==> config.mk <==
export PLATFORM = sky130hd
export DESIGN_NAME = dma_csr_launcher
export DESIGN_NICKNAME = d
export VERILOG_FILES = /design/src/rtl/dma_csr_launcher.sv
export SDC_FILE = /design/constraint.sdc
export NUM_CORES = 1
export LEC_CHECK = 0
export ABC_AREA = 1
export CORE_ASPECT_RATIO = 0.7
export CORE_MARGIN = 8
export CORE_UTILIZATION = 38
export CTS_CLUSTER_DIAMETER = 30
export DETAILED_ROUTE_END_ITERATION = 10
export HOLD_SLACK_MARGIN = 0.15
export MAX_ROUTING_LAYER = met4
export PLACE_DENSITY = 0.72
export SKIP_LAST_GASP = 1
export SLEW_MARGIN = 10
export SYNTH_ARGS = -nofsm -noshare
export SYNTH_HDL_FRONTEND = slang
export SYNTH_SLANG_ARGS = --single-unit
==> constraint.sdc <==
create_clock -name clk -period 2.1 [get_ports clk]
set_input_delay 0.42 -clock clk [delete_from_list [all_inputs] [get_ports clk]]
set_output_delay 0.42 -clock clk [all_outputs]
set_load 0.01 [all_outputs]
==> src/rtl/dma_csr_launcher.sv <==
// rtl/dma_csr_launcher.sv - AXI4-Lite master that programs one DMA descriptor, launches it,
// waits for the DMA interrupt and returns the DMA Status word as a one-beat result.
module dma_csr_launcher #(
    parameter int ADDR_WIDTH     = 32,
    parameter int DATA_WIDTH     = 32,
    parameter int TIMEOUT_CYCLES = 4096
) (
    input  logic                  clk,
    input  logic                  rst,
    input  logic                  req_valid,
    output logic                  req_ready,
    input  logic [DATA_WIDTH-1:0] req_src_addr,
    input  logic [DATA_WIDTH-1:0] req_dst_addr,
    input  logic [DATA_WIDTH-1:0] req_num_bytes,
    input  logic [DATA_WIDTH-1:0] req_cfg,
    output logic                  rsp_valid,
    input  logic                  rsp_ready,
    output logic [DATA_WIDTH-1:0] rsp_status,
    output logic                  rsp_error,
    output logic                  rsp_timeout,
    input  logic                  dma_done_i,
    input  logic                  dma_error_i,
    output logic [ADDR_WIDTH-1:0] m_awaddr,
    output logic [2:0]            m_awprot,
    output logic                  m_awvalid,
    input  logic                  m_awready,
    output logic [DATA_WIDTH-1:0] m_wdata,
    output logic [3:0]            m_wstrb,
    output logic                  m_wvalid,
    input  logic                  m_wready,
    input  logic [1:0]            m_bresp,
    input  logic                  m_bvalid,
    output logic                  m_bready,
    output logic [ADDR_WIDTH-1:0] m_araddr,
    output logic [2:0]            m_arprot,
    output logic                  m_arvalid,
    input  logic                  m_arready,
    input  logic [DATA_WIDTH-1:0] m_rdata,
    input  logic [1:0]            m_rresp,
    input  logic                  m_rvalid,
    output logic                  m_rready
);

    localparam int CNT_W = (TIMEOUT_CYCLES > 0) ? $clog2(TIMEOUT_CYCLES + 1) : 1;
    localparam logic [CNT_W-1:0] CNT_LAST = CNT_W'((TIMEOUT_CYCLES > 0) ? TIMEOUT_CYCLES - 1 : 0);
    localparam logic [CNT_W-1:0] CNT_MAX  = CNT_W'(TIMEOUT_CYCLES);

    typedef enum logic [2:0] {
        IDLE, WR_AW, WR_B, WAIT_IRQ, RD_AR, RD_R, RESP
    } state_t;

    state_t                state_q, state_d;
    logic [2:0]            idx_q, idx_d;
    logic [DATA_WIDTH-1:0] src_q, src_d, dst_q, dst_d, nb_q, nb_d, cfg_q, cfg_d;
    logic [CNT_W-1:0]      cnt_q, cnt_d;

    logic                  req_ready_d, rsp_valid_d, rsp_error_d, rsp_timeout_d;
    logic [DATA_WIDTH-1:0] rsp_status_d, wdata_d;
    logic [ADDR_WIDTH-1:0] awaddr_d, araddr_d;
    logic                  awvalid_d, wvalid_d, bready_d, arvalid_d, rready_d;

    // Descriptor register map: src, dst, length, config, then the control/start register.
    function automatic logic [ADDR_WIDTH-1:0] csr_addr(input logic [2:0] i);
        case (i)
            3'd0:    csr_addr = ADDR_WIDTH'(8'h20);
            3'd1:    csr_addr = ADDR_WIDTH'(8'h30);
            3'd2:    csr_addr = ADDR_WIDTH'(8'h40);
            3'd3:    csr_addr = ADDR_WIDTH'(8'h50);
            default: csr_addr = '0;
        endcase
    endfunction

    function automatic logic [DATA_WIDTH-1:0] csr_data(
        input logic [2:0]            i,
        input logic [DATA_WIDTH-1:0] s,
        input logic [DATA_WIDTH-1:0] d,
        input logic [DATA_WIDTH-1:0] n,
        input logic [DATA_WIDTH-1:0] c
    );
        case (i)
            3'd0:    csr_data = s;
            3'd1:    csr_data = d;
            3'd2:    csr_data = n;
            3'd3:    csr_data = c;
            default: csr_data = DATA_WIDTH'(1);
        endcase
    endfunction

    assign m_awprot = 3'b000;
    assign m_arprot = 3'b000;
    assign m_wstrb  = 4'hF;

    always_comb begin
        state_d       = state_q;
        idx_d         = idx_q;
        src_d         = src_q;
        dst_d         = dst_q;
        nb_d          = nb_q;
        cfg_d         = cfg_q;
        cnt_d         = cnt_q;
        rsp_valid_d   = rsp_valid;
        rsp_status_d  = rsp_status;
        rsp_error_d   = rsp_error;
        rsp_timeout_d = rsp_timeout;
        awaddr_d      = m_awaddr;
        wdata_d       = m_wdata;
        awvalid_d     = m_awvalid;
        wvalid_d      = m_wvalid;
        bready_d      = m_bready;
        araddr_d      = m_araddr;
        arvalid_d     = m_arvalid;
        rready_d      = m_rready;

        case (state_q)
            IDLE: begin
                if (req_valid && req_ready) begin
                    src_d = req_src_addr;
                    dst_d = req_dst_addr;
                    nb_d  = req_num_bytes;
                    cfg_d = req_cfg;
                    idx_d = 3'd0;
                    if (req_num_bytes == '0) begin
                        state_d      = RESP;
                        rsp_valid_d  = 1'b1;
                        rsp_error_d  = 1'b1;
                        rsp_status_d = '0;
                    end else begin
                        state_d   = WR_AW;
                        awvalid_d = 1'b1;
                        wvalid_d  = 1'b1;
                        awaddr_d  = csr_addr(3'd0);
                        wdata_d   = csr_data(3'd0, req_src_addr, req_dst_addr, req_num_bytes, req_cfg);
                    end
                end
            end
            WR_AW: begin
                if (m_awvalid && m_awready) awvalid_d = 1'b0;
                if (m_wvalid && m_wready)   wvalid_d  = 1'b0;
                if (!awvalid_d && !wvalid_d) begin
                    state_d  = WR_B;
                    bready_d = 1'b1;
                end
            end
            WR_B: begin
                if (m_bvalid && m_bready) begin
                    bready_d = 1'b0;
                    if (m_bresp != 2'b00) begin
                        state_d      = RESP;
                        rsp_valid_d  = 1'b1;
                        rsp_error_d  = 1'b1;
                        rsp_status_d = '0;
                    end else if (idx_q == 3'd4) begin
                        state_d = WAIT_IRQ;
                        idx_d   = 3'd5;
                        cnt_d   = '0;
                    end else begin
                        state_d   = WR_AW;
                        idx_d     = idx_q + 3'd1;
                        awvalid_d = 1'b1;
                        wvalid_d  = 1'b1;
                        awaddr_d  = csr_addr(idx_q + 3'd1);
                        wdata_d   = csr_data(idx_q + 3'd1, src_q, dst_q, nb_q, cfg_q);
                    end
                end
            end
            WAIT_IRQ: begin
                // Error is checked first so a simultaneous done/error reports as an error.
                if (dma_error_i || dma_done_i ||
                    (TIMEOUT_CYCLES != 0 && cnt_q == CNT_LAST)) begin
                    state_d   = RD_AR;
                    arvalid_d = 1'b1;
                    araddr_d  = ADDR_WIDTH'(8'h08);
                    if (dma_error_i)
                        rsp_error_d = 1'b1;
                    else if (!dma_done_i)
                        rsp_timeout_d = 1'b1;
                end else if (cnt_q != CNT_MAX) begin
                    cnt_d = cnt_q + CNT_W'(1);
                end
            end
            RD_AR: begin
                if (m_arready) begin
                    state_d   = RD_R;
                    arvalid_d = 1'b0;
                    rready_d  = 1'b1;
                end
            end
            RD_R: begin
                if (m_rvalid) begin
                    state_d      = RESP;
                    rready_d     = 1'b0;
                    rsp_valid_d  = 1'b1;
                    rsp_status_d = m_rdata;
                    if (m_rresp != 2'b00) rsp_error_d = 1'b1;
                end
            end
            RESP: begin
                if (rsp_ready) begin
                    state_d       = IDLE;
                    rsp_valid_d   = 1'b0;
                    rsp_error_d   = 1'b0;
                    rsp_timeout_d = 1'b0;
                    rsp_status_d  = '0;
                end
            end
            default: state_d = IDLE;
        endcase

        req_ready_d = (state_d == IDLE);
    end

    always_ff @(posedge clk or negedge rst) begin
        if (!rst) begin
            state_q     <= IDLE;
            idx_q       <= '0;
            src_q       <= '0;
            dst_q       <= '0;
            nb_q        <= '0;
            cfg_q       <= '0;
            cnt_q       <= '0;
            req_ready   <= 1'b0;
            rsp_valid   <= 1'b0;
            rsp_status  <= '0;
            rsp_error   <= 1'b0;
            rsp_timeout <= 1'b0;
            m_awaddr    <= '0;
            m_wdata     <= '0;
            m_awvalid   <= 1'b0;
            m_wvalid    <= 1'b0;
            m_bready    <= 1'b0;
            m_araddr    <= '0;
            m_arvalid   <= 1'b0;
            m_rready    <= 1'b0;
        end else begin
            state_q     <= state_d;
            idx_q       <= idx_d;
            src_q       <= src_d;
            dst_q       <= dst_d;
            nb_q        <= nb_d;
            cfg_q       <= cfg_d;
            cnt_q       <= cnt_d;
            req_ready   <= req_ready_d;
            rsp_valid   <= rsp_valid_d;
            rsp_status  <= rsp_status_d;
            rsp_error   <= rsp_error_d;
            rsp_timeout <= rsp_timeout_d;
            m_awaddr    <= awaddr_d;
            m_wdata     <= wdata_d;
            m_awvalid   <= awvalid_d;
            m_wvalid    <= wvalid_d;
            m_bready    <= bready_d;
            m_araddr    <= araddr_d;
            m_arvalid   <= arvalid_d;
            m_rready    <= rready_d;
        end
    end

endmodule

==> flow_summary.yaml, run 1 <==
status:
  status: "complete, no violations"
logic_synthesis:
  synth_edf_count: 0
  syn_area_per_cell_um2: 7.33
  synth_area_um2: 11200
  synth_area_leaders: "dfrtp_1 (50%), nand2_1 (30%), buf_4 (5.1%)"
  synth_top_cell_area_share: 0.498
  syn_inst: 1533
  yosys_warnings: 0
  synthArstFlopShare: 1.00
  synth_area_leader_cell: "dfrtp_1"
  ys.flop_type: "dfrtp_1"
  yosysSeqAreaShare: 0.498
  synthTopCellsByCount: "nand2_1 (900), dfrtp_1 (224), buf_4 (76), o21ai_0 (62), nor2_1 (53)"
  synth_seq_cells: 224
  synth_most_common_cell: "nand2_1"
  ys_types: 34
global_route:
  grt_usage: 0.203
  grt_pass1_vias: 10600
  grt_overflow: 0
  grt_max_degree: 67
  grt_pass1_wl_um: 57500
  antenna_found_initial: 4
power_and_ir_drop:
  cellPowerDensity_nw_per_um2: 1490
  power_mw: 24.1
  ir_drop_v: 0.000791
  p_leak_nw: 8.19
final_layout:
  nets: 2013
  seqCellArea_um2: 5610
  drive_gt1_frac: 0.101
  area_delta_synth_final_pct: 43.5
  fin_cells: 2248
  utilization: 0.556
  stdcell_area_um2: 16100
  fillers: 2651
  multi_input_comb_area_um2: 4920
detailed_routing:
  drc_errors: 0
  final_antenna_net_count: 0
  drt_iter0_markers: 830
  vias: 10600
  drt-wirelength-per-cell_um: 16.0
  totalWireLength_um: 36000
  vias_per_cell: 4.73
  drt_first_pass_iters: 5
setup_path:
  r2r_slack_ps: 150
  crit_start: "req_num_bytes[9]"
  r2r_end: "rsp_status[15]"
  worstSetupEndpointType: "register"
  cp_data_arrival_time_ps: 2340
  r2r_start: "state_q[0]"
  worstPathRequired_ps: 2490
  worstRegToRegCells: 10
  path_class: "input pin to register"
  critPathLaunchType: "input pin"
  critPathMaxFanout: 66
  cp-endpoint: "rsp_status[15]"
worst_hold_path:
  hold_path_class: "input pin to register"
clocking:
  cts_made_buffers: 47
  clkSlewWorstSetupHoldPaths_ps: 50
  cts_tree: "done"
  clockRootBuffer: "clkbuf_16"
  htree_levels: 2
  cts_setup_buffers: 0
  cts.sinks: 224
  clockBufferDepth: 3
  clkLatencyLatePin_ps: 540
timing:
  fin_worst_skew_ps: 22.4
  hold_violations: 0
  setup_viol: 0
  fin_crit_sh: 0.930
  period_minus_slack_ps: 1950
  drv_slew: 0
  slew_headroom: 0.649
  max_freq_mhz: 512
  worst_pin_slew_ps: 527
  fin_tns_setup_ps: 0
floorplanning:
  dieArea_um2: 35400
  rows: 52
  initial_utilization: 0.388
  ios: 322
  die_x_um: 222
  coreArea_um2: 29000
  dieHeight_um: 160
placed_design:
  dp_hpwl_um: 25700
  gp_congestion: 0.907
  placed_cells: 2159
  port_buffers: 251
  placed_area_um2: 14400
run:
  maxCapViolations: 0
==> routing by layer <==
metal  part of all wire  routed length (um)  GRT usage
met3              0.065                2330     0.0468
met4              0.016                 583     0.0592
met2               0.46               16600      0.313
met5                  0                   0          -
met1               0.46               16600      0.267
==> worst min path at each step <==
stage	from	to	slack, ps	cells after the start
final	req_dst_addr[17]	dst_q[17]	420	3
after global routing	req_cfg[29]	cfg_q[29]	420	3
after CTS	req_dst_addr[17]	dst_q[17]	400	3
after detailed placement	rst	m_awaddr[4]	420	1
after global placement	rst	m_awaddr[4]	410	1
after floorplan	rst	cfg_q[0]	120	0
==> final cells by class <==
type | instances | share of cell area
Antenna cell | 4 | 0.000620
Clock buffer | 54 | 0.0770
Clock inverter | 30 | 0.0257
Inverter | 43 | 0.0102
Multi-Input combinational cell | 1195 | 0.305
Sequential cell | 224 | 0.347
Tap cell | 378 | 0.0293
Timing Repair Buffer | 320 | 0.205
==> layout by cell type, fill, tap and decap left out, types with 2 or more instances in the layout <==
cell / count
clkbuf_8: 4
bufinv_16: 8
conb_1: 70
dfrtp_1: 224
nor3_1: 9
clkinvlp_4: 7
buf_4: 47
nor2_2: 2
nor2_1: 47
nand2_1: 899
clkinv_2: 3
nand4_1: 7
clkdlybuf4s50_1: 250
nand3b_1: 3
o21ai_1: 21
nand2_2: 6
nand3_1: 26
nand3_2: 3
inv_6: 7
or2_2: 3
a21oi_1: 6
o21ai_2: 10
clkbuf_1: 3
inv_2: 4
ha_1: 7
diode_2: 4
buf_12: 21
clkbuf_16: 47
a22oi_1: 2
clkinv_4: 4
o21ai_0: 62
nor2_4: 6
inv_1: 37
==> kinds of logic after synthesis <==
logic type,Yosys count,share of synthesized area
compound gates,105,0.0516
xor+xnor,1,0.000779
fa+ha+maj,7,0.00779
buf+inv,182,0.0919
flops,224,0.498
other cells,2,0.000668
simple gates,1012,0.349
==> critical path, stage by stage <==
cell	delay, ps
clkdlybuf4s50_1	480
nor2_1	130
nand2_1	50
nor2_1	270
nand2_1	190
o21ai_0	200
buf_4	140
nand2_2	60
buf_12	200
nand2_1	110
o21ai_1	60
==> per-stage QoR <==
| stage | hold slack (ps) | setup slack (ps) |
|---|---|---|
| floorplan | 124 | 323 |
| global placement | 410 | -321 |
| detailed placement | 416 | -335 |
| CTS | 398 | 117 |
| global route | 425 | -12.7 |
| finish | 421 | 147 |
==> registers in the layout (all words and copies together), names as in the netlist <==
register and flops:
cfg_q 32, cnt_q 13, dst_q 32, idx_q 3
m_araddr 1, m_arvalid 1, m_awaddr 3, m_awvalid 1
m_bready 1, m_rready 1, m_wdata 32, m_wvalid 1
nb_q 32, req_ready 1, rsp_error 1, rsp_status 32
rsp_timeout 1, rsp_valid 1, src_q 32, state_q 3
==> report_power, final <==
part	switching [mW]	total [mW]	leakage, nW	internal (mW)
clock network	2.47	7.72	0.792	5.25
logic	5.15	8.99	4.54	3.84
registers	1.15	7.39	2.86	6.24
total	8.77	24.1	8.19	15.3
==> timing repair <==
action,CTS,global route
hold buffers,1,0
endpoints found under the hold margin,54,0
endpoints found under the setup margin,0,21
resized for setup,0,4
Note: power is estimated with default switching activity, not from simulation.
==> run 2, diff against run 1 <==
Settings changed: CTS_BUF_LIST set to sky130_fd_sc_hd__clkbuf_4 sky130_fd_sc_hd__clkbuf_8 sky130_fd_sc_hd__clkbuf_16, SLEW_MARGIN 10 to unset.
==> run 2 against run 1 <==
- die area stayed put
- core utilization about the same
- worst setup slack better by 7.1 ps
- register-to-register slack about the same
- global-route usage is essentially flat
==> flow_summary.yaml, run 2 (synthesis results as in run 1) <==
setup_path:
  path_class: "input pin to register"
  cpMostUsedCell: "nand2_1"
  crit_slowest_cell: "clkdlybuf4s50_1"
  worstSetupEndpointType: "register"
  r2r_slack_ps: 160
  critPathMaxFanout: 66
  critPathMaxStageDelay_ps: 480
  worstRegToRegCells: 10
  crit_path_cell_trace: "clkdlybuf4s50_1 -> nor2_1 -> nand2_1 -> nor2_1 -> nand2_1 -> o21ai_0 -> buf_4 -> nand2_2 -> buf_12 -> nand2_1 -> o21ai_1"
  critPathLaunchType: "input pin"
  worstPathRequired_ps: 2490
  r2r_start: "state_q[0]"
  cp_data_arrival_time_ps: 2340
  r2r_end: "rsp_status[15]"
final_layout:
  final_common_cell: "nand2_1"
  drive_gt1_frac: 0.102
  seqCellArea_um2: 5610
  multi_input_comb_area_um2: 4920
  area_delta_synth_final_pct: 43.6
  fillers: 2649
  nets: 2013
  layout_common_cells: "nand2_1 (899), clkdlybuf4s50_1 (250), dfrtp_1 (224)"
status:
  status: "complete, no violations"
floorplanning:
  dieHeight_um: 160
  die_x_um: 222
  initial_utilization: 0.388
  coreArea_um2: 29000
  dieArea_um2: 35400
  rows: 52
  ios: 322
worst_hold_path:
  hold_end: "dst_q[17]"
  min_from: "req_dst_addr[17]"
  holdPathStages: 3
  hold_path_class: "input pin to register"
placed_design:
  port_buffers: 251
  dp_slack_ps: -335
  gp_congestion: 0.907
  dp_hpwl_um: 25700
power_and_ir_drop:
  cellPowerDensity_nw_per_um2: 1490
  ir_drop_v: 0.000790
  p_leak_nw: 8.21
clocking:
  cts_made_buffers: 47
  clockRootBuffer: "clkbuf_16"
  clkLatencyLatePin_ps: 540
  clkSlewWorstSetupHoldPaths_ps: 50
  cts_setup_buffers: 0
  clockBufferDepth: 3
  cts_tree: "done"
  htree_levels: 2
  cts.sinks: 224
timing:
  slew_headroom: 0.649
  hold_ws_ps: 421
  setup_ws_ps: 154
  hold_violations: 0
  period_minus_slack_ps: 1950
  fin_crit_sh: 0.927
  fin_worst_skew_ps: 21.2
  max_freq_mhz: 514
  setup_viol: 0
  worst_pin_slew_ps: 526
  drv_slew: 0
global_route:
  grt_pass1_vias: 10600
  grt_overflow: 0
  grt_usage: 0.203
  antenna_found_initial: 4
  grt_pass1_wl_um: 57500
  grt_max_degree: 67
detailed_routing:
  drt_iter0_markers: 809
  totalWireLength_um: 36000
  drt_first_pass_iters: 5
  vias_per_cell: 4.75
  final_antenna_net_count: 0
  vias: 10700
  drc_errors: 0
  drt-wirelength-per-cell_um: 16.0
run:
  maxCapViolations: 0
## run 2: cell types whose count changed in the layout (fill, tap and decap cells not counted)
cell | previous run | this run
clkbuf_4 | 0 | 3
clkbuf_1 | 3 | 0
## run 2: report_power, final
| group | switching [mW] | internal, mW | total, mW |
|---|---|---|---|
| Sequential | 1.15 | 6.24 | 7.40 |
| Clock | 2.47 | 5.29 | 7.76 |
| Combinational | 5.13 | 3.84 | 8.97 |
| Total | 8.75 | 15.4 | 24.1 |
## run 2: worst max-delay path, delay by kind of cell
kind                   cells  cell delay [ps]
AND/OR/NAND/NOR            6              800
AO/OA/AOI/OAI              2              250
buffers and inverters      3              820
## run 2: worst max-delay path by stage
| stage | endpoint | depth (start not counted) | slack [ps] | start |
|---|---|---|---|---|
| after global placement | m_wdata[24] | 11 | -320 | req_num_bytes[9] |
| after global routing | cnt_q[7] | 10 | -10 | cnt_q[0] |
| after detailed placement | m_wdata[18] | 11 | -340 | req_num_bytes[8] |
| final | rsp_status[15] | 11 | 150 | req_num_bytes[9] |
| after CTS | m_wdata[14] | 1 | 120 | m_wdata[14] |
| after floorplan | m_wdata[10] | 10 | 320 | idx_q[0] |
## run 2: per-stage QoR
| stage | util | power, mW | setup TNS [ps] | instance area (um^2) | instances |
|---|---|---|---|---|---|
| after detailed placement | 0.497 | 16.4 | -21150 | 14400 | 2159 |
| after global placement | 0.497 | 16.2 | -21480 | 14400 | 2159 |
| final | 0.556 | 24.1 | 0 | 16100 | 2248 |
| after CTS | 0.555 | 24.4 | 0 | 16100 | 2244 |
| after global routing | 0.556 | 25.7 | -24.3 | 16100 | 2248 |
| after floorplan | - | 12.2 | 0 | 11500 | 1601 |
## run 2: cell type report
class,count,area share
inverters,43,0.0102
clock inverters,30,0.0257
flip-flops and latches,224,0.347
repair buffers,320,0.204
multi-input cells,1195,0.305
clock buffers,54,0.0777
well taps,378,0.0293
diodes,4,0.000620
## run 2: layer usage
layer | share of wire | vias up | track usage
met4 | 0.017 | 0 | 0.0592
met1 | 0.46 | 5020 | 0.267
met5 | 0 | - | -
li1 | - | 5202 | -
met2 | 0.46 | 403 | 0.312
met3 | 0.069 | 51 | 0.0468
## run 2: what timing repair did
| item | CTS | global route |
|---|---|---|
| hold buffers | 1 | 0 |
| endpoints found under the setup margin | 0 | 21 |
| gates resized for setup | 0 | 4 |
| endpoints found under the hold margin | 54 | 0 |
==> run 3, diff against run 2 <==
Settings changed: CAP_MARGIN set to 20.
==> results of run 3 <==
The final DEF is identical to that of run 2; final timing and power are the same.
